## config.mk

```make
export PLATFORM = sky130hd
export DESIGN_NAME = pair_mismatch_monitor_flat
export DESIGN_NICKNAME = d
export VERILOG_FILES = /design/src/rtl/pair_mismatch_monitor_if.sv /design/src/rtl/pair_mismatch_monitor.sv /design/src/flat_wrapper.sv
export SDC_FILE = /design/constraint.sdc
export NUM_CORES = 1
export LEC_CHECK = 0
export CELL_PAD_IN_SITES_DETAIL_PLACEMENT = 0
export CELL_PAD_IN_SITES_GLOBAL_PLACEMENT = 1
export CORE_MARGIN = 2
export CORE_UTILIZATION = 43
export CTS_BUF_LIST = sky130_fd_sc_hd__clkbuf_8
export CTS_CLUSTER_DIAMETER = 120
export CTS_CLUSTER_SIZE = 14
export DETAILED_ROUTE_END_ITERATION = 10
export PLACE_DENSITY = 0.82
export SLEW_MARGIN = 20
export SYNTH_ARGS = -nofsm -noshare
export SYNTH_HDL_FRONTEND = slang
export SYNTH_SLANG_ARGS = --single-unit
export TNS_END_PERCENT = 5
```

## constraint.sdc

```tcl
create_clock -name clk -period 2.03 [get_ports clk]
set_input_delay 0.406 -clock clk [delete_from_list [all_inputs] [get_ports clk]]
set_output_delay 0.406 -clock clk [all_outputs]
set_load 0.01 [all_outputs]
```

## src/rtl/pair_mismatch_monitor_if.sv

```systemverilog
// Signal bundle between the pair-driving stimulus stage and pair_mismatch_monitor.
// The master modport drives the compared pair and controls; the slave modport is the monitor side.
interface pair_mismatch_monitor_if #(
    parameter int WIDTH = 1,
    parameter int CNT_W = 16,
    parameter int TS_W  = 32
);
    logic             en;
    logic [WIDTH-1:0] a;
    logic [WIDTH-1:0] b;
    logic             clr;
    logic             mismatch;
    logic             err_sticky;
    logic [CNT_W-1:0] mismatch_cnt;
    logic [TS_W-1:0]  first_ts;
    logic [WIDTH-1:0] first_a;
    logic [WIDTH-1:0] first_b;
    logic             busy;

    modport master (
        output en, a, b, clr,
        input  mismatch, err_sticky, mismatch_cnt, first_ts, first_a, first_b, busy
    );

    modport slave (
        input  en, a, b, clr,
        output mismatch, err_sticky, mismatch_cnt, first_ts, first_a, first_b, busy
    );
endinterface

```

## src/rtl/pair_mismatch_monitor.sv

```systemverilog
// Persistent-mismatch checker for a driven signal pair: filters one-cycle skews, pulses on confirm,
// counts episodes and captures the first one. Define PAIR_MON_ASSERT_EN to add embedded checks.
module pair_mismatch_monitor #(
    parameter int WIDTH  = 1,
    parameter int SETTLE = 2,
    parameter int CNT_W  = 16,
    parameter int TS_W   = 32
) (
    input logic                    clk,
    input logic                    rst_n,
    pair_mismatch_monitor_if.slave bus
);
    typedef enum logic [1:0] {MATCH, PEND, MISM} state_t;

    localparam logic [7:0] SETTLE_C = 8'(SETTLE);

    state_t           state;
    logic [WIDTH-1:0] a_q;
    logic [WIDTH-1:0] b_q;
    logic [TS_W-1:0]  ts;
    logic [TS_W-1:0]  pend_ts;
    logic [7:0]       run;
    logic             neq;
    logic             confirm;
    logic             captured;
    logic             mismatch_r;
    logic             err_sticky_r;
    logic [CNT_W-1:0] cnt_r;
    logic [TS_W-1:0]  first_ts_r;
    logic [WIDTH-1:0] first_a_r;
    logic [WIDTH-1:0] first_b_r;

    function automatic logic [CNT_W-1:0] sat_inc(input logic [CNT_W-1:0] v);
        return (&v) ? v : v + 1'b1;
    endfunction

    // X or Z on either registered input must count as unequal in simulation.
`ifdef SYNTHESIS
    assign neq = (a_q != b_q);
`else
    assign neq = (a_q !== b_q);
`endif

    always_comb begin
        confirm = 1'b0;
        case (state)
            MATCH:   confirm = bus.en && neq && (SETTLE == 1);
            PEND:    confirm = bus.en && neq && ((run + 8'd1) >= SETTLE_C);
            default: confirm = 1'b0;
        endcase
    end

    always_ff @(posedge clk or negedge rst_n) begin
        if (!rst_n) begin
            state        <= MATCH;
            a_q          <= '0;
            b_q          <= '0;
            ts           <= '0;
            pend_ts      <= '0;
            run          <= '0;
            captured     <= 1'b0;
            mismatch_r   <= 1'b0;
            err_sticky_r <= 1'b0;
            cnt_r        <= '0;
            first_ts_r   <= '0;
            first_a_r    <= '0;
            first_b_r    <= '0;
        end else begin
            a_q        <= bus.a;
            b_q        <= bus.b;
            ts         <= ts + 1'b1;
            mismatch_r <= 1'b0;
            if (bus.clr) begin
                // clr overrides any confirm landing on the same edge.
                state        <= MATCH;
                run          <= '0;
                captured     <= 1'b0;
                err_sticky_r <= 1'b0;
                cnt_r        <= '0;
                first_ts_r   <= '0;
                first_a_r    <= '0;
                first_b_r    <= '0;
            end else begin
                case (state)
                    MATCH: begin
                        if (bus.en && neq) begin
                            pend_ts <= ts;
                            if (confirm) begin
                                state <= MISM;
                            end else begin
                                state <= PEND;
                                run   <= 8'd1;
                            end
                        end
                    end
                    PEND: begin
                        if (!bus.en || !neq) begin
                            state <= MATCH;
                            run   <= '0;
                        end else if (confirm) begin
                            state <= MISM;
                            run   <= '0;
                        end else begin
                            run <= run + 8'd1;
                        end
                    end
                    MISM: begin
                        if (!bus.en || !neq) state <= MATCH;
                    end
                    default: state <= MATCH;
                endcase

                if (confirm) begin
                    mismatch_r   <= 1'b1;
                    err_sticky_r <= 1'b1;
                    cnt_r        <= sat_inc(cnt_r);
                    if (!captured) begin
                        captured   <= 1'b1;
                        first_ts_r <= (state == MATCH) ? ts : pend_ts;
                        first_a_r  <= a_q;
                        first_b_r  <= b_q;
                    end
                end
            end
        end
    end

    assign bus.mismatch     = mismatch_r;
    assign bus.err_sticky   = err_sticky_r;
    assign bus.mismatch_cnt = cnt_r;
    assign bus.first_ts     = first_ts_r;
    assign bus.first_a      = first_a_r;
    assign bus.first_b      = first_b_r;
    assign bus.busy         = (state != MATCH);

`ifdef PAIR_MON_ASSERT_EN
    // A clr in the cycle after a pulse legitimately drops the sticky flag.
    property p_pulse_sets_sticky;
        @(posedge clk) disable iff (!rst_n || bus.clr) mismatch_r |=> err_sticky_r;
    endproperty

    property p_single_cycle_pulse;
        @(posedge clk) disable iff (!rst_n) mismatch_r |=> !mismatch_r;
    endproperty

    a_pulse_sets_sticky: assert property (p_pulse_sets_sticky)
        else $error("pair_mismatch_monitor: pulse without sticky at %0t", $time);

    a_single_cycle_pulse: assert property (p_single_cycle_pulse)
        else $error("pair_mismatch_monitor: pulse held two cycles at %0t", $time);

    always_comb begin
        a_busy_needs_en: assert final (!(bus.busy && !bus.en))
            else $error("pair_mismatch_monitor: busy while disabled at %0t", $time);
    end
`endif
endmodule

```

## src/flat_wrapper.sv

```systemverilog
// flat-port wrapper written by rule: the top's interface ports become plain ports
module pair_mismatch_monitor_flat 
#(
    parameter int WIDTH  = 1,
    parameter int SETTLE = 2,
    parameter int CNT_W  = 16,
    parameter int TS_W   = 32
)
  (clk, rst_n, bus_en, bus_a, bus_b, bus_clr, bus_mismatch, bus_err_sticky, bus_mismatch_cnt, bus_first_ts, bus_first_a, bus_first_b, bus_busy);
  pair_mismatch_monitor_if #(.WIDTH(WIDTH), .CNT_W(CNT_W), .TS_W(TS_W)) bus_i ();
  input logic clk;
  input logic rst_n;
  input wire logic [$bits(bus_i.en)-1:0] bus_en;
  input wire logic [$bits(bus_i.a)-1:0] bus_a;
  input wire logic [$bits(bus_i.b)-1:0] bus_b;
  input wire logic [$bits(bus_i.clr)-1:0] bus_clr;
  output wire logic [$bits(bus_i.mismatch)-1:0] bus_mismatch;
  output wire logic [$bits(bus_i.err_sticky)-1:0] bus_err_sticky;
  output wire logic [$bits(bus_i.mismatch_cnt)-1:0] bus_mismatch_cnt;
  output wire logic [$bits(bus_i.first_ts)-1:0] bus_first_ts;
  output wire logic [$bits(bus_i.first_a)-1:0] bus_first_a;
  output wire logic [$bits(bus_i.first_b)-1:0] bus_first_b;
  output wire logic [$bits(bus_i.busy)-1:0] bus_busy;
  assign bus_i.en = bus_en;
  assign bus_i.a = bus_a;
  assign bus_i.b = bus_b;
  assign bus_i.clr = bus_clr;
  assign bus_mismatch = bus_i.mismatch;
  assign bus_err_sticky = bus_i.err_sticky;
  assign bus_mismatch_cnt = bus_i.mismatch_cnt;
  assign bus_first_ts = bus_i.first_ts;
  assign bus_first_a = bus_i.first_a;
  assign bus_first_b = bus_i.first_b;
  assign bus_busy = bus_i.busy;
  pair_mismatch_monitor #(.WIDTH(WIDTH), .SETTLE(SETTLE), .CNT_W(CNT_W), .TS_W(TS_W)) u_core (.clk(clk), .rst_n(rst_n), .bus(bus_i));
endmodule
```

==> flow_summary.json, run 1 <==
{
  "mappedNetlistArea_um2": 5770,
  "wire_length_reported_by_the_detailed_router_um": 13000,
  "violations_in_the_final_reports": "negative setup slack",
  "start_util_pct": 43.8,
  "synth_largest_area_cell": "sky130_fd_sc_hd__dfrtp_1",
  "timing.final.max_slew_violations": 0,
  "timing.final.crit_share_pct": 102,
  "floorplan.die.height_um": 120,
  "grt_antenna_before_repair": 0,
  "timing_worst_slew_pin_value_ns": 0.634,
  "drv.max_cap_violation_count": 0,
  "synth.top_cells.by_area": "sky130_fd_sc_hd__dfrtp_1 55%, sky130_fd_sc_hd__mux2_2 7.8%, sky130_fd_sc_hd__mux2i_1 6.1%",
  "synth.cells.most_frequent": "128 x sky130_fd_sc_hd__dfrtp_1, 67 x sky130_fd_sc_hd__nor2_1, 40 x sky130_fd_sc_hd__mux2_2",
  "period_minus_slack_ns": 2.07,
  "overflow": 0,
  "yosys_warnings": 0,
  "synth-compound-area-share_pct": 6.50,
  "detailed_place.area_um2": 6740,
  "drt_via_density": 5.28,
  "detailroute.via_count": 4159,
  "max-clock-path-buffers": 2,
  "max_incr_delay_on_cp_ns": 0.42,
  "max-slew-margin-rel_pct": 57.7,
  "worst_path_max_delay_cell": "sky130_fd_sc_hd__dfrtp_1",
  "worst-r2r-setup-slack_ns": -0.04,
  "tritoncts_clock_tree": "done",
  "antenna_cells_inserted": 0,
  "maxClockFrequency_ghz": 0.482,
  "setup.worst_path.class": "flop to flop",
  "cts_inserted_buffers": 17,
  "clock_pin_slew_reported_for_the_worst_setup_and_hold_paths_after_clock_tree_synthesis_ns": 0.07,
  "post-synth-top-count-cell": "sky130_fd_sc_hd__dfrtp_1",
  "drt_pre_antenna_iters": 6,
  "irDropWorstVdd_v": 0.000454,
  "grt_first_pass_wirelength_um": 19500,
  "die_area_um2": 14400,
  "run_status": "finished, violations left",
  "die_w_um": 120,
  "top_level_ports": 59,
  "worstPathBufferInverterCount": 4,
  "worst-endpoint-arrival_ns": 2.44,
  "finalNetCount": 609,
  "core.rowCount": 42,
  "share_of_the_synthesized_netlist_area_taken_by_xor_and_xnor_gates_pct": 5.16,
  "layout.cell_area.non_filler_um2": 7640,
  "reg2reg_depth": 9,
  "power_density_nw_per_um2": 695,
  "drt_first_iter_violations": 292,
  "grt_use_total_pct": 17.4,
  "routedWlPerCell_um": 16.5,
  "crit_path_max_fanout": 10,
  "worst_skew_pair.late_latency_ns": 0.45,
  "fin_worst_skew_ns": 0.00814,
  "gp_routability_congestion": 0.770,
  "rsz0062_at_grt": "true",
  "syn-num-nets": 516,
  "final_core_util_pct": 57.9,
  "worst_r2r_endpoint": "u_core.bus.first_ts[15]$_DFFE_PN0P_",
  "clk_root_buffer_cell": "sky130_fd_sc_hd__clkbuf_8",
  "maximum_number_of_pins_on_one_net_before_global_route_repair": 67,
  "leakage_nw": 3.51,
  "post_synth_inst_count": 506,
  "layout_setup_ws_ns": -0.0442,
  "worst_hold_path_type": "primary input to async pin",
  "ys_seq_area_share_pct": 55.5,
  "final-hold-violation-count": 0,
  "critical_path.startpoint_type": "flop",
  "core_area_um2": 13200,
  "ys_dominant_reg_cell": "sky130_fd_sc_hd__dfrtp_1",
  "ctsHtreeMaxLevel": 4,
  "setup_violations": 11,
  "worstPathRequired_ns": 2.40,
  "worstReg2RegStart": "u_core.run[1]$_DFFE_PN0P_",
  "synth-edff-count": 0,
  "muxShareOfSynthArea_pct": 13.9,
  "critical_path.cell_chain": "buf_4 > a311oi_2 > a31oi_1 > nor2_1 > buf_4 > a31oi_4 > buf_12 > clkbuf_16 > a211oi_2",
  "io_buffer_count": 58,
  "number_of_distinct_standard_cells_referenced_by_the_synthesized_netlist": 36,
  "dp_slack_ns": -0.202,
  "yosys_register_bits": 128,
  "endpoint_kind": "flop",
  "synthesis.area_per_instance_um2": 11.4,
  "detail-route-antenna-nets": 0,
  "share_of_synthesized_cell_area_in_full_adder_half_adder_and_majority_cells_pct": 0.867,
  "synth_top_family_by_area": "simple AND/OR/NAND/NOR gates",
  "synthSimpleGateAreaFrac_pct": 15.5,
  "cpLargestDelayFamily": "compound AO/OA/AOI/OAI gates",
  "clkSinkCount": 128,
  "drc_errors": 0,
  "path_common_cell": "sky130_fd_sc_hd__buf_4",
  "area_fraction_of_the_dominant_cell_type_after_synthesis_pct": 55.5,
  "grt_pass1_vias": 4029,
  "final_layout_size_suffix_gt1_share_pct": 28.8,
  "final.fill_count": 1087,
  "ys_async_sr_fraction_pct": 100,
  "syn_to_final_growth_pct": 32.4,
  "detailed_place_hpwl_um": 7670,
  "setup.worst_path.start": "u_core.run[1]$_DFFE_PN0P_"
}
cell families after synthesis:
group,Yosys count
xor gates and xnor gates,34
AOI/OAI and AO/OA,54
and+or+nand+nor,180
muxes,75
DFF,128
buffers and inverters,31
adders and majority gates,4
metrics by stage:
step                      setup TNS, ns  instances  hold WS [ns]  power [mW]
after floorplan                       0        506         0.110        2.84
after global placement            -3.63        744         0.216        2.98
after detailed placement          -5.46        744         0.216        2.98
after CTS                        -0.267        779         0.285        5.33
after global routing              -3.43        788         0.284        5.50
final                            -0.187        788         0.297        5.31
where the power goes:
| part | total, mW | leakage [nW] | internal, mW | switching [mW] |
|---|---|---|---|---|
| Combinational | 0.368 | 1.54 | 0.152 | 0.216 |
| Sequential | 2.61 | 1.75 | 2.59 | 0.0240 |
| Clock | 2.33 | 0.220 | 1.34 | 0.987 |
area by class of cell:
class	count	area, µm²	share of cell area [%]
repair buffers	97	1020	13.3
clock buffers	18	248	3.24
flip-flops and latches	128	3210	41.9
multi-input cells	349	2750	36.0
well taps	176	220	2.88
clock inverters	14	173	2.26
inverters	6	22.5	0.295
cell usage in the layout, fill, tap and decap left out, types with 6 or more instances in the layout:
master                            synthesis  final
sky130_fd_sc_hd__xor2_1                  14     14
sky130_fd_sc_hd__mux2_2                  40     38
sky130_fd_sc_hd__mux2i_1                 35     35
sky130_fd_sc_hd__a211oi_2                 0     25
sky130_fd_sc_hd__a21oi_1                  7      7
sky130_fd_sc_hd__nor2b_1                 12     12
sky130_fd_sc_hd__nor2_2                   0     12
sky130_fd_sc_hd__nor3_2                   1      6
sky130_fd_sc_hd__nand2_1                 28     27
sky130_fd_sc_hd__buf_4                    2     27
sky130_fd_sc_hd__and2_1                   8      8
sky130_fd_sc_hd__clkbuf_8                 0     18
sky130_fd_sc_hd__clkdlybuf4s50_1          0     55
sky130_fd_sc_hd__and3_1                   9      8
sky130_fd_sc_hd__nor2_1                  67     54
sky130_fd_sc_hd__xnor2_1                 20     19
sky130_fd_sc_hd__nand3_1                 20     18
sky130_fd_sc_hd__nand4_1                  7      7
sky130_fd_sc_hd__a211oi_1                33      8
sky130_fd_sc_hd__dfrtp_1                128    126
sky130_fd_sc_hd__clkinv_2                 0      6
sky130_fd_sc_hd__buf_12                   0      6
sky130_fd_sc_hd__inv_1                    6      8
timing repair:
action,4_1_cts,5_1_grt
gates resized for setup,13,56
setup buffers,1,2
gates cloned,1,7
hold buffers,1,0
setup endpoints to repair,19,54
endpoints found under the hold margin,53,0
pin swaps,8,19
flip-flops by register name, indices dropped and copies added (netlist names), 2 cells and up:
name,flops
u_core.bus.first_ts,32
u_core.run,8
u_core.state,2
u_core.bus.mismatch_cnt,16
u_core.ts,32
u_core.pend_ts,32
how the worst max path moves through the flow:
stage,endpoint,cells past startpoint
finish,u_core.bus.first_ts[15]$_DFFE_PN0P_,9
global route,u_core.bus.first_ts[9]$_DFFE_PN0P_,9
CTS,u_core.bus.mismatch_cnt[12]$_DFFE_PN0P_,8
detailed placement,u_core.bus.first_ts[15]$_DFFE_PN0P_,7
global placement,u_core.bus.mismatch_cnt[12]$_DFFE_PN0P_,5
floorplan,u_core.bus.mismatch_cnt[11]$_DFFE_PN0P_,9
layer usage:
| metal | vias to the layer above | track usage (%) | routed length (µm) |
|---|---|---|---|
| met4 | 0 | 6.25 | 177 |
| met2 | 71 | 27.0 | 6340 |
| li1 | 1966 | - | - |
| met5 | - | 0 | 0 |
| met1 | 2105 | 23.4 | 6010 |
| met3 | 17 | 5.09 | 483 |
(Power assumes the default switching activity.)
==> inputs of run 2 (changes only) <==
--- a/config.mk
+++ b/config.mk
@@ -10,7 +10,7 @@
 export CORE_MARGIN = 2
 export CORE_UTILIZATION = 43
 export CTS_BUF_LIST = sky130_fd_sc_hd__clkbuf_8
-export CTS_CLUSTER_DIAMETER = 120
+export CTS_CLUSTER_DIAMETER = 40
 export CTS_CLUSTER_SIZE = 14
 export DETAILED_ROUTE_END_ITERATION = 10
 export PLACE_DENSITY = 0.82
==> results of run 2 <==
Same layout as run 1: the final DEF is identical, and so are final timing and power.
==> inputs of run 3 (changes only) <==
--- a/config.mk
+++ b/config.mk
@@ -7,13 +7,14 @@
 export LEC_CHECK = 0
 export CELL_PAD_IN_SITES_DETAIL_PLACEMENT = 0
 export CELL_PAD_IN_SITES_GLOBAL_PLACEMENT = 1
+export CORE_ASPECT_RATIO = 0.5
 export CORE_MARGIN = 2
-export CORE_UTILIZATION = 43
+export CORE_UTILIZATION = 39
 export CTS_BUF_LIST = sky130_fd_sc_hd__clkbuf_8
 export CTS_CLUSTER_DIAMETER = 40
 export CTS_CLUSTER_SIZE = 14
 export DETAILED_ROUTE_END_ITERATION = 10
-export PLACE_DENSITY = 0.82
+export PLACE_DENSITY = 0.76
 export SLEW_MARGIN = 20
 export SYNTH_ARGS = -nofsm -noshare
 export SYNTH_HDL_FRONTEND = slang
==> run 3 against run 2 <==
  * The flow still finishes with violations (negative setup slack)
  * Flip-flop and latch count is the same
  * Global-route usage shrank 1.9 points
  * Sequential share of layout area grew 1.2 points
  * Critical endpoint is now u_core.bus.mismatch_cnt[10]$_DFFE_PN0P_
  * First-iteration DRC count shrank 32%
  * Via count shrank 3.6%
  * Clock power shrank 5%
  * Final area shrank 2.8%
  * Critical path type unchanged
  * Worst setup slack gained 0.036 ns
==> flow_summary.json, run 3 (synthesis gave the netlist of run 1 again) <==
{
  "worst_skew_pair.late_latency_ns": 0.43,
  "grt_first_pass_wirelength_um": 19700,
  "violations_in_the_final_reports": "negative setup slack",
  "regArea_um2": 3210,
  "rsz0062_at_grt": "true",
  "ctsHtreeMaxLevel": 4,
  "crit_path_max_fanout": 18,
  "max-slew-margin-rel_pct": 61.1,
  "detail-route-antenna-nets": 0,
  "globalRouteMet1Util_pct": 20.8,
  "endpoint_kind": "flop",
  "die_w_um": 176,
  "drt_pre_antenna_iters": 4,
  "max-clock-path-buffers": 2,
  "worst_path_max_delay_cell": "sky130_fd_sc_hd__dfrtp_2",
  "drt_first_iter_violations": 200,
  "overflow": 0,
  "floorplan.die.height_um": 90.0,
  "final-hold-violation-count": 0,
  "max_incr_delay_on_cp_ns": 0.45,
  "grt_use_total_pct": 15.5,
  "grt_pass1_vias": 4025,
  "power_density_nw_per_um2": 696,
  "most-common-layout-cells": "125 x sky130_fd_sc_hd__dfrtp_1, 63 x sky130_fd_sc_hd__nor2_1, 55 x sky130_fd_sc_hd__clkdlybuf4s50_1",
  "maxClockFrequency_ghz": 0.491,
  "globalRoute.busiestLayer": "met2",
  "top_level_ports": 59,
  "io_buffer_count": 58,
  "start_util_pct": 39.9,
  "run_status": "finished, violations left",
  "worst_r2r_endpoint": "u_core.bus.mismatch_cnt[10]$_DFFE_PN0P_",
  "critical_path.startpoint_type": "flop",
  "layout_setup_ws_ns": -0.00801,
  "wire_length_reported_by_the_detailed_router_um": 11700,
  "critical_path.cell_chain": "buf_4 > and3_1 > a31oi_1 > nor2_1 > and3_4 > nor4_2 > mux2_2",
  "timing.final.max_slew_violations": 0,
  "worst-endpoint-arrival_ns": 2.34,
  "clock_pin_slew_reported_for_the_worst_setup_and_hold_paths_after_clock_tree_synthesis_ns": 0.08,
  "worst-r2r-setup-slack_ns": -0.008,
  "core.rowCount": 31,
  "setup.worst_path.class": "flop to flop",
  "detailroute.via_count": 4011,
  "leakage_nw": 3.47,
  "final_layout_size_suffix_gt1_share_pct": 22.7,
  "multiInputGateArea_um2": 2550,
  "period_minus_slack_ns": 2.04,
  "commonest_non_fill_non_tap_cell_in_the_layout": "sky130_fd_sc_hd__dfrtp_1",
  "worst_hold_path_type": "primary input to async pin",
  "irDropWorstVdd_v": 0.000417,
  "grt_antenna_before_repair": 0,
  "worstPathRequired_ns": 2.33,
  "syn_to_final_growth_pct": 28.7,
  "clkSinkCount": 128,
  "drc_errors": 0,
  "reg2reg_depth": 7,
  "gp_routability_congestion": 0.773,
  "worstReg2RegStart": "u_core.run[0]$_DFFE_PN0P_",
  "drv.max_cap_violation_count": 0,
  "report.power.total_mw": 5.17,
  "setup_violations": 3,
  "final_core_util_pct": 51.4,
  "routedWlPerCell_um": 14.4,
  "antenna_cells_inserted": 0,
  "dp_slack_ns": -0.104,
  "met2_layer_usage_reported_by_global_route_pct": 24.6,
  "core_area_um2": 14500,
  "fin_worst_skew_ns": 0.0123,
  "drt_via_density": 4.95,
  "final.fill_count": 1298,
  "fin_tns_setup_ns": -0.0138,
  "clk_root_buffer_cell": "sky130_fd_sc_hd__clkbuf_8",
  "finalNetCount": 609,
  "die_area_um2": 15900,
  "tritoncts_clock_tree": "done",
  "timing_worst_slew_pin_value_ns": 0.584,
  "use_met3_pct": 3.64,
  "detailed_place_hpwl_um": 7570,
  "timing.final.crit_share_pct": 100,
  "maximum_number_of_pins_on_one_net_before_global_route_repair": 46,
  "cts_inserted_buffers": 17
}
[run 3: power breakdown]
group / total (mW) / internal [mW] / switching [mW] / leakage [nW]
combinational: 0.341 / 0.150 / 0.191 / 1.51
sequential: 2.61 / 2.59 / 0.0251 / 1.75
clock: 2.22 / 1.23 / 0.990 / 0.218
[run 3: worst max-delay path, delay by kind of cell, from the launching register on]
kind                   cells  cell delay, ns
AND/OR/NAND/NOR            4            0.81
flip-flops                 1            0.45
multiplexers               1            0.36
AO/OA/AOI/OAI              1            0.16
buffers and inverters      1            0.15
[run 3: final cells by class]
class | count | share of cell area (%)
inverters | 6 | 0.303
well taps | 198 | 3.33
clock buffers | 18 | 3.33
repair buffers | 99 | 13.5
clock inverters | 14 | 2.02
flip-flops and latches | 128 | 43.2
multi-input cells | 347 | 34.3
[run 3: routing by layer]
metal	part of all wire [%]	routed length (µm)	up-vias
li1	-	-	1960
met1	49	5750	1994
met2	48	5570	49
met3	2.1	250	8
met4	0.96	112	0
met5	0	0	-
[run 3: repair_timing]
| action | in CTS | in global routing |
|---|---|---|
| setup buffers | 1 | 0 |
| pin swaps | 4 | 2 |
| hold endpoints to repair | 14 | 0 |
| resized for setup | 5 | 26 |
| cloned | 0 | 1 |
| hold buffers | 1 | 0 |
| setup endpoints to repair | 30 | 57 |
[run 3: worst max-delay path by stage]
stage	from	end	slack [ns]	cells after the start
6_report	u_core.run[0]$_DFFE_PN0P_	u_core.bus.mismatch_cnt[10]$_DFFE_PN0P_	-0.008	7
5_1_grt	u_core.run[0]$_DFFE_PN0P_	u_core.state[0]$_DFFE_PN0P_	-0.18	7
4_1_cts	u_core.run[0]$_DFFE_PN0P_	u_core.bus.first_a$_DFFE_PN0P_	-0.03	10
3_5_place_dp	bus_en	u_core.bus.first_ts[12]$_DFFE_PN0P_	-0.10	8
3_3_place_gp	bus_en	u_core.bus.first_ts[8]$_DFFE_PN0P_	-0.03	8
2_1_floorplan	u_core.run[0]$_DFFE_PN0P_	u_core.bus.mismatch_cnt[11]$_DFFE_PN0P_	0.01	9
[run 3: per-stage QoR]
step                      instance area (µm²)  instances  hold WS, ns
after global routing                     7430        810        0.388
after floorplan                          5770        506        0.110
after detailed placement                 6860        775        0.301
final                                    7430        810        0.387
after CTS                                7300        809        0.368
after global placement                   6860        775        0.299
==> RTL edit 1 (config.mk and constraints of run 3) <==
Make the reset (`rst_n`) synchronous in one clocked block.
--- a/src/rtl/pair_mismatch_monitor.sv
+++ b/src/rtl/pair_mismatch_monitor.sv
@@ -51,5 +51,5 @@
     end
 
-    always_ff @(posedge clk or negedge rst_n) begin
+    always_ff @(posedge clk) begin
         if (!rst_n) begin
             state        <= MATCH;
Check against the original RTL: differs if rst_n is asserted again (counterexample within 4 cycles, from zero or initial values and one cycle with rst_n low); with rst_n held inactive, the same outputs for 10 cycles.
==> RTL edit 1 against run 3 <==
The flow still finishes with violations (setup timing); design area barely moved; power fell by 6.4%; sequential share of layout area fell by 8.6 points; wire length rose by 8.7%; via count rose by 13%; worst setup slack got worse by 0.16 ns; synthesized area fell by 2.3%; sequential cell count did not move.
==> RTL edit 1: results (changes against run 3) <==
{| class="wikitable"
! Metric !! Value
|-
| Main synth FF type || sky130_fd_sc_hd__dfxtp_1 (was sky130_fd_sc_hd__dfrtp_1)
|-
| Number of global-route vias before repair || 4,282 (was 4,025)
|-
| Post-DP HPWL || 7700 um (was 7570 um)
|-
| Result of the run || finished with violations (unchanged)
|-
| Fraction of the yosys area taken by sequential cells || 0.454 (was 0.555)
|-
| Final number of setup-violating endpoints || 53 (was 3)
|-
| Maximum clock skew at final layout || 0.0118 ns (was 0.0123 ns)
|-
| Worst supply voltage drop on vdd || 0.371 mV (was 0.417 mV)
|-
| Worst hold path type || reg2reg (was in2async)
|-
| Post-DR wirelength/cell || 13.9 um (was 14.4 um)
|-
| Crit path max fanout || 5 (was 18)
|-
| Setup Buffers After CTS || 3 (was 1)
|-
| Total Neg Setup Slack || -4.30 ns (was -0.0138 ns)
|-
| Final-stage net count || 710 (was 609)
|-
| Share of layout cells above drive strength 1 || 0.229 (was 0.227)
|-
| Worst path setup slack after routing || -0.164 ns (was -0.00801 ns)
|-
| Startpoint of the most critical register-to-register path || u_core.run[1]$_SDFFE_PP0P_ (was u_core.run[0]$_DFFE_PN0P_)
|-
| Distinct cell type count of the synthesized netlist || 45 (was 36)
|-
| Post-Syn Nets || 618 (was 516)
|-
| Largest net degree at the start of global routing || 66 (was 46)
|-
| Aggregate global-route resource usage || 0.167 (was 0.155)
|-
| Placer's final routability congestion estimate || 0.741 (was 0.773)
|-
| Total number of vias || 4,534 (was 4,011)
|-
| Area contributors post-synth || sky130_fd_sc_hd__dfxtp_1 45%, sky130_fd_sc_hd__a211oi_2 6.7%, sky130_fd_sc_hd__mux2i_1 6.6%, sky130_fd_sc_hd__nand2_1 6.1%, sky130_fd_sc_hd__a21boi_0 4.7% (was sky130_fd_sc_hd__dfrtp_1 55%, sky130_fd_sc_hd__mux2_2 7.8%, sky130_fd_sc_hd__mux2i_1 6.1%, sky130_fd_sc_hd__nor2_1 4.4%, sky130_fd_sc_hd__a211oi_1 4.3%)
|-
| Async set-reset flop share out of synthesis || 0 (was 1.00)
|-
| First-pass GRT wire length || 20,700 um (was 19,700 um)
|-
| Violations in the final reports || setup timing (unchanged)
|-
| Static Leakage || 2.78 nW (was 3.47 nW)
|}
RTL edit 1: changes by cell type in the layout (fill, tap and decap cells not counted), sizes merged, moves of 5 or more:
cell	delta
dfrtp	-128
dfxtp	+128
nand2	+64
mux2	-40
a21boi	+36
and2	+21
nor2	-12
buf	+10
nand4	+10
nor2b	-8
nand2b	+7
xor2	-7
a41o	+5
nor3	-5
RTL edit 1: critical path, stage by stage (launching register included):
cell and delay (ns):
sky130_fd_sc_hd__dfxtp_4 0.36, sky130_fd_sc_hd__ha_4 0.15, sky130_fd_sc_hd__or4_4 0.42, sky130_fd_sc_hd__a221oi_4 0.40, sky130_fd_sc_hd__a211oi_4 0.12, sky130_fd_sc_hd__buf_12 0.17, sky130_fd_sc_hd__buf_12 0.13, sky130_fd_sc_hd__buf_4 0.15
sky130_fd_sc_hd__nor2_2 0.10, sky130_fd_sc_hd__a211oi_2 0.06
RTL edit 1: where the power goes:
group          switching, mW  internal (mW)  total [mW]
clock                   1.05           1.07        2.11
sequential           0.00650           2.52        2.52
combinational          0.120         0.0824       0.202
RTL edit 1: path summary, 6_finish.rpt:
check | to | slack [ns] | cells after the start
min reg2reg | u_core.pend_ts[26]$_SDFFE_PN0P_ | 0.46 | 2
min | u_core.pend_ts[26]$_SDFFE_PN0P_ | 0.46 | 2
max | u_core.bus.first_ts[3]$_SDFFE_PP0P_ | -0.16 | 9
max reg2reg | u_core.bus.first_ts[3]$_SDFFE_PP0P_ | -0.16 | 9
RTL edit 1: final cells by class:
class / instances / share of cell area
multi-input cells: 435 / 0.414
clock buffers: 20 / 0.0370
flip-flops and latches: 128 / 0.346
inverters: 9 / 0.00454
well taps: 198 / 0.0333
repair buffers: 109 / 0.150
clock inverters: 12 / 0.0148
RTL edit 1: metrics by stage:
step           std cells  worst slack, ns  utilization  cell area, sq um
2_1_floorplan        608           0.0126            -              5640
3_3_place_gp         871           -0.167        0.470              6720
3_5_place_dp         871           -0.189        0.470              6720
4_1_cts              908           -0.140        0.508              7270
5_1_grt              911           -0.229        0.519              7430
6_report             911           -0.164        0.519              7430
RTL edit 1: logic make-up (layout without fill, tap and decap cells):
kind of cell | after synthesis | count (layout) | share of synthesized area
fa+ha+maj | 4 | 4 | 0.00887
flops | 128 | 128 | 0.454
compound gates | 106 | 106 | 0.168
xor+xnor | 30 | 30 | 0.0466
buf+inv | 45 | 150 | 0.0357
simple gates | 258 | 258 | 0.222
mux | 37 | 37 | 0.0656
RTL edit 1: layer usage:
metal | part of all wire | global-route usage
met1 | 0.52 | 0.216
met2 | 0.45 | 0.281
met3 | 0.024 | 0.0366
met4 | 0.013 | 0.0634
met5 | 0 | 0
==> RTL edit 2 (settings of run 3) <==
Made on the original files. `TS_W` is set to 32 in 3 places; all go to 48.
--- a/src/rtl/pair_mismatch_monitor_if.sv
+++ b/src/rtl/pair_mismatch_monitor_if.sv
@@ -4,5 +4,5 @@
     parameter int WIDTH = 1,
     parameter int CNT_W = 16,
-    parameter int TS_W  = 32
+    parameter int TS_W  = 48
 );
     logic             en;
--- a/src/rtl/pair_mismatch_monitor.sv
+++ b/src/rtl/pair_mismatch_monitor.sv
@@ -5,5 +5,5 @@
     parameter int SETTLE = 2,
     parameter int CNT_W  = 16,
-    parameter int TS_W   = 32
+    parameter int TS_W   = 48
 ) (
     input logic                    clk,
--- a/src/flat_wrapper.sv
+++ b/src/flat_wrapper.sv
@@ -5,5 +5,5 @@
     parameter int SETTLE = 2,
     parameter int CNT_W  = 16,
-    parameter int TS_W   = 32
+    parameter int TS_W   = 48
 )
   (clk, rst_n, bus_en, bus_a, bus_b, bus_clr, bus_mismatch, bus_err_sticky, bus_mismatch_cnt, bus_first_ts, bus_first_a, bus_first_b, bus_busy);
Ports: changed (resized bus_first_ts); port bits go from 59 to 75. The function was not compared with the original's and may differ.
==> RTL edit 2 against run 3 <==
The flow still finishes with violations (setup timing); design area increased by 37%; power up 29%; synthesized area is 38% higher; wire length grew 48%; sequential cell count rose by 48; combinational power grew 34%; worst setup slack worse by 0.17 ns; clock power up 19%; global-route usage is 0.77 points higher; critical path depth rose by 3.
==> RTL edit 2: results (changes against run 3) <==
{| class="wikitable"
! Metric !! Value
|-
| Maximum clock skew at final layout || 0.0199 ns (was 0.0123 ns)
|-
| Initial DRC count || 293 (was 200)
|-
| Number of placed cells counting well taps || 1,039 (was 775)
|-
| Result of the run || finished with violations (unchanged)
|-
| Most frequent cells after synthesis || 176 x sky130_fd_sc_hd__dfrtp_1, 72 x sky130_fd_sc_hd__nor2_1, 50 x sky130_fd_sc_hd__mux2i_1, 46 x sky130_fd_sc_hd__a211oi_1, 38 x sky130_fd_sc_hd__mux2_2 (was 128 x sky130_fd_sc_hd__dfrtp_1, 67 x sky130_fd_sc_hd__nor2_1, 40 x sky130_fd_sc_hd__mux2_2, 35 x sky130_fd_sc_hd__mux2i_1, 33 x sky130_fd_sc_hd__a211oi_1)
|-
| Share of layout cells above drive strength 1 || 0.250 (was 0.227)
|-
| Distinct cell type count of the synthesized netlist || 51 (was 36)
|-
| Worst supply voltage drop on vdd || 0.331 mV (was 0.417 mV)
|-
| Slew at the pin closest to its max-slew limit || 0.523 ns (was 0.584 ns)
|-
| Post-DP HPWL || 11,200 um (was 7570 um)
|-
| Post-Place Worst Slack || -0.240 ns (was -0.104 ns)
|-
| Buffers outside the clock class || 146 (was 99)
|-
| Worst path setup slack after routing || -0.175 ns (was -0.00801 ns)
|-
| CP endpoint || u_core.bus.first_ts[18]$_DFFE_PN0P_ (was u_core.bus.mismatch_cnt[10]$_DFFE_PN0P_)
|-
| XOR/XNOR Fraction of Synth Area || 0.0540 (was 0.0516)
|-
| Final number of setup-violating endpoints || 59 (was 3)
|-
| Clk Latency, worst-skew pair || 0.47 ns (was 0.43 ns)
|-
| Aggregate global-route resource usage || 0.162 (was 0.155)
|-
| First-pass GRT wire length || 27,800 um (was 19,700 um)
|-
| Largest net degree at the start of global routing || 51 (was 46)
|-
| Layout clock area frac || 0.0430 (was 0.0536)
|-
| Number of global-route vias before repair || 5,419 (was 4,025)
|-
| Placer's final routability congestion estimate || 0.764 (was 0.773)
|-
| Proportion of final cell area spent on non-clock buffers || 0.145 (was 0.135)
|-
| Final-stage net count || 810 (was 609)
|-
| Post-DR wirelength/cell || 16.0 um (was 14.4 um)
|-
| Total Neg Setup Slack || -5.40 ns (was -0.0138 ns)
|-
| Violations in the final reports || setup timing (unchanged)
|-
| Clock Pin Slew Worst Setup and Hold Paths || 0.10 ns (was 0.08 ns)
|-
| Fraction of the yosys area taken by sequential cells || 0.554 (was 0.555)
|-
| Worst hold path type || in2reg (was in2async)
|-
| Area fraction in compound gates after synthesis || 0.0823 (was 0.0650)
|-
| Layout overhead on the synthesized area || 28.5% (was 28.7%)
|-
| Crit path max fanout || 32 (was 18)
|-
| Via density per instance || 5.20 (was 4.95)
|-
| Setup Buffers After CTS || 0 (was 1)
|-
| Depth of the worst register-to-register path || 10 (was 7)
|-
| Cell area reported after detailed placement || 0.00943 sq mm (was 0.00686 sq mm)
|-
| Synth Area in Adders || 0.00630 (was 0.00867)
|-
| Post-Syn Nets || 683 (was 516)
|}
-- RTL edit 2: worst min-delay path by stage --
stage,startpoint,to,slack (ns),depth (start not counted)
floorplan,rst_n,u_core.a_q$_DFF_PN0_,0.11,0
global placement,rst_n,u_core.pend_ts[16]$_DFFE_PN0P_,0.38,1
detailed placement,rst_n,u_core.pend_ts[16]$_DFFE_PN0P_,0.39,1
CTS,bus_clr,u_core.bus.mismatch_cnt[15]$_DFFE_PN0P_,0.26,4
global route,bus_clr,u_core.bus.mismatch_cnt[15]$_DFFE_PN0P_,0.31,4
finish,bus_clr,u_core.bus.mismatch_cnt[15]$_DFFE_PN0P_,0.31,4
-- RTL edit 2: report_power, final --
group          total (mW)  internal [mW]  switching, mW
sequential           3.58           3.55         0.0286
clock                2.64           1.19           1.44
combinational       0.458          0.191          0.267
-- RTL edit 2: metal layers --
layer / wire length, um / GRT usage / vias up
met5: 0 / 0 / -
met4: 180 / 0.0500 / 0
met3: 437 / 0.0321 / 15
met2: 8030 / 0.253 / 61
met1: 8590 / 0.229 / 2866
li1: - / - / 2673
-- RTL edit 2: critical path, stage by stage, from the launching register on --
cell and delay, ns:
sky130_fd_sc_hd__dfrtp_2 0.45, sky130_fd_sc_hd__buf_6 0.13, sky130_fd_sc_hd__and4_1 0.19, sky130_fd_sc_hd__o21ai_2 0.18
sky130_fd_sc_hd__nor4b_4 0.07, sky130_fd_sc_hd__buf_4 0.15, sky130_fd_sc_hd__a211oi_4 0.26, sky130_fd_sc_hd__buf_12 0.19
sky130_fd_sc_hd__buf_16 0.18, sky130_fd_sc_hd__nor2_1 0.06, sky130_fd_sc_hd__a211oi_1 0.22
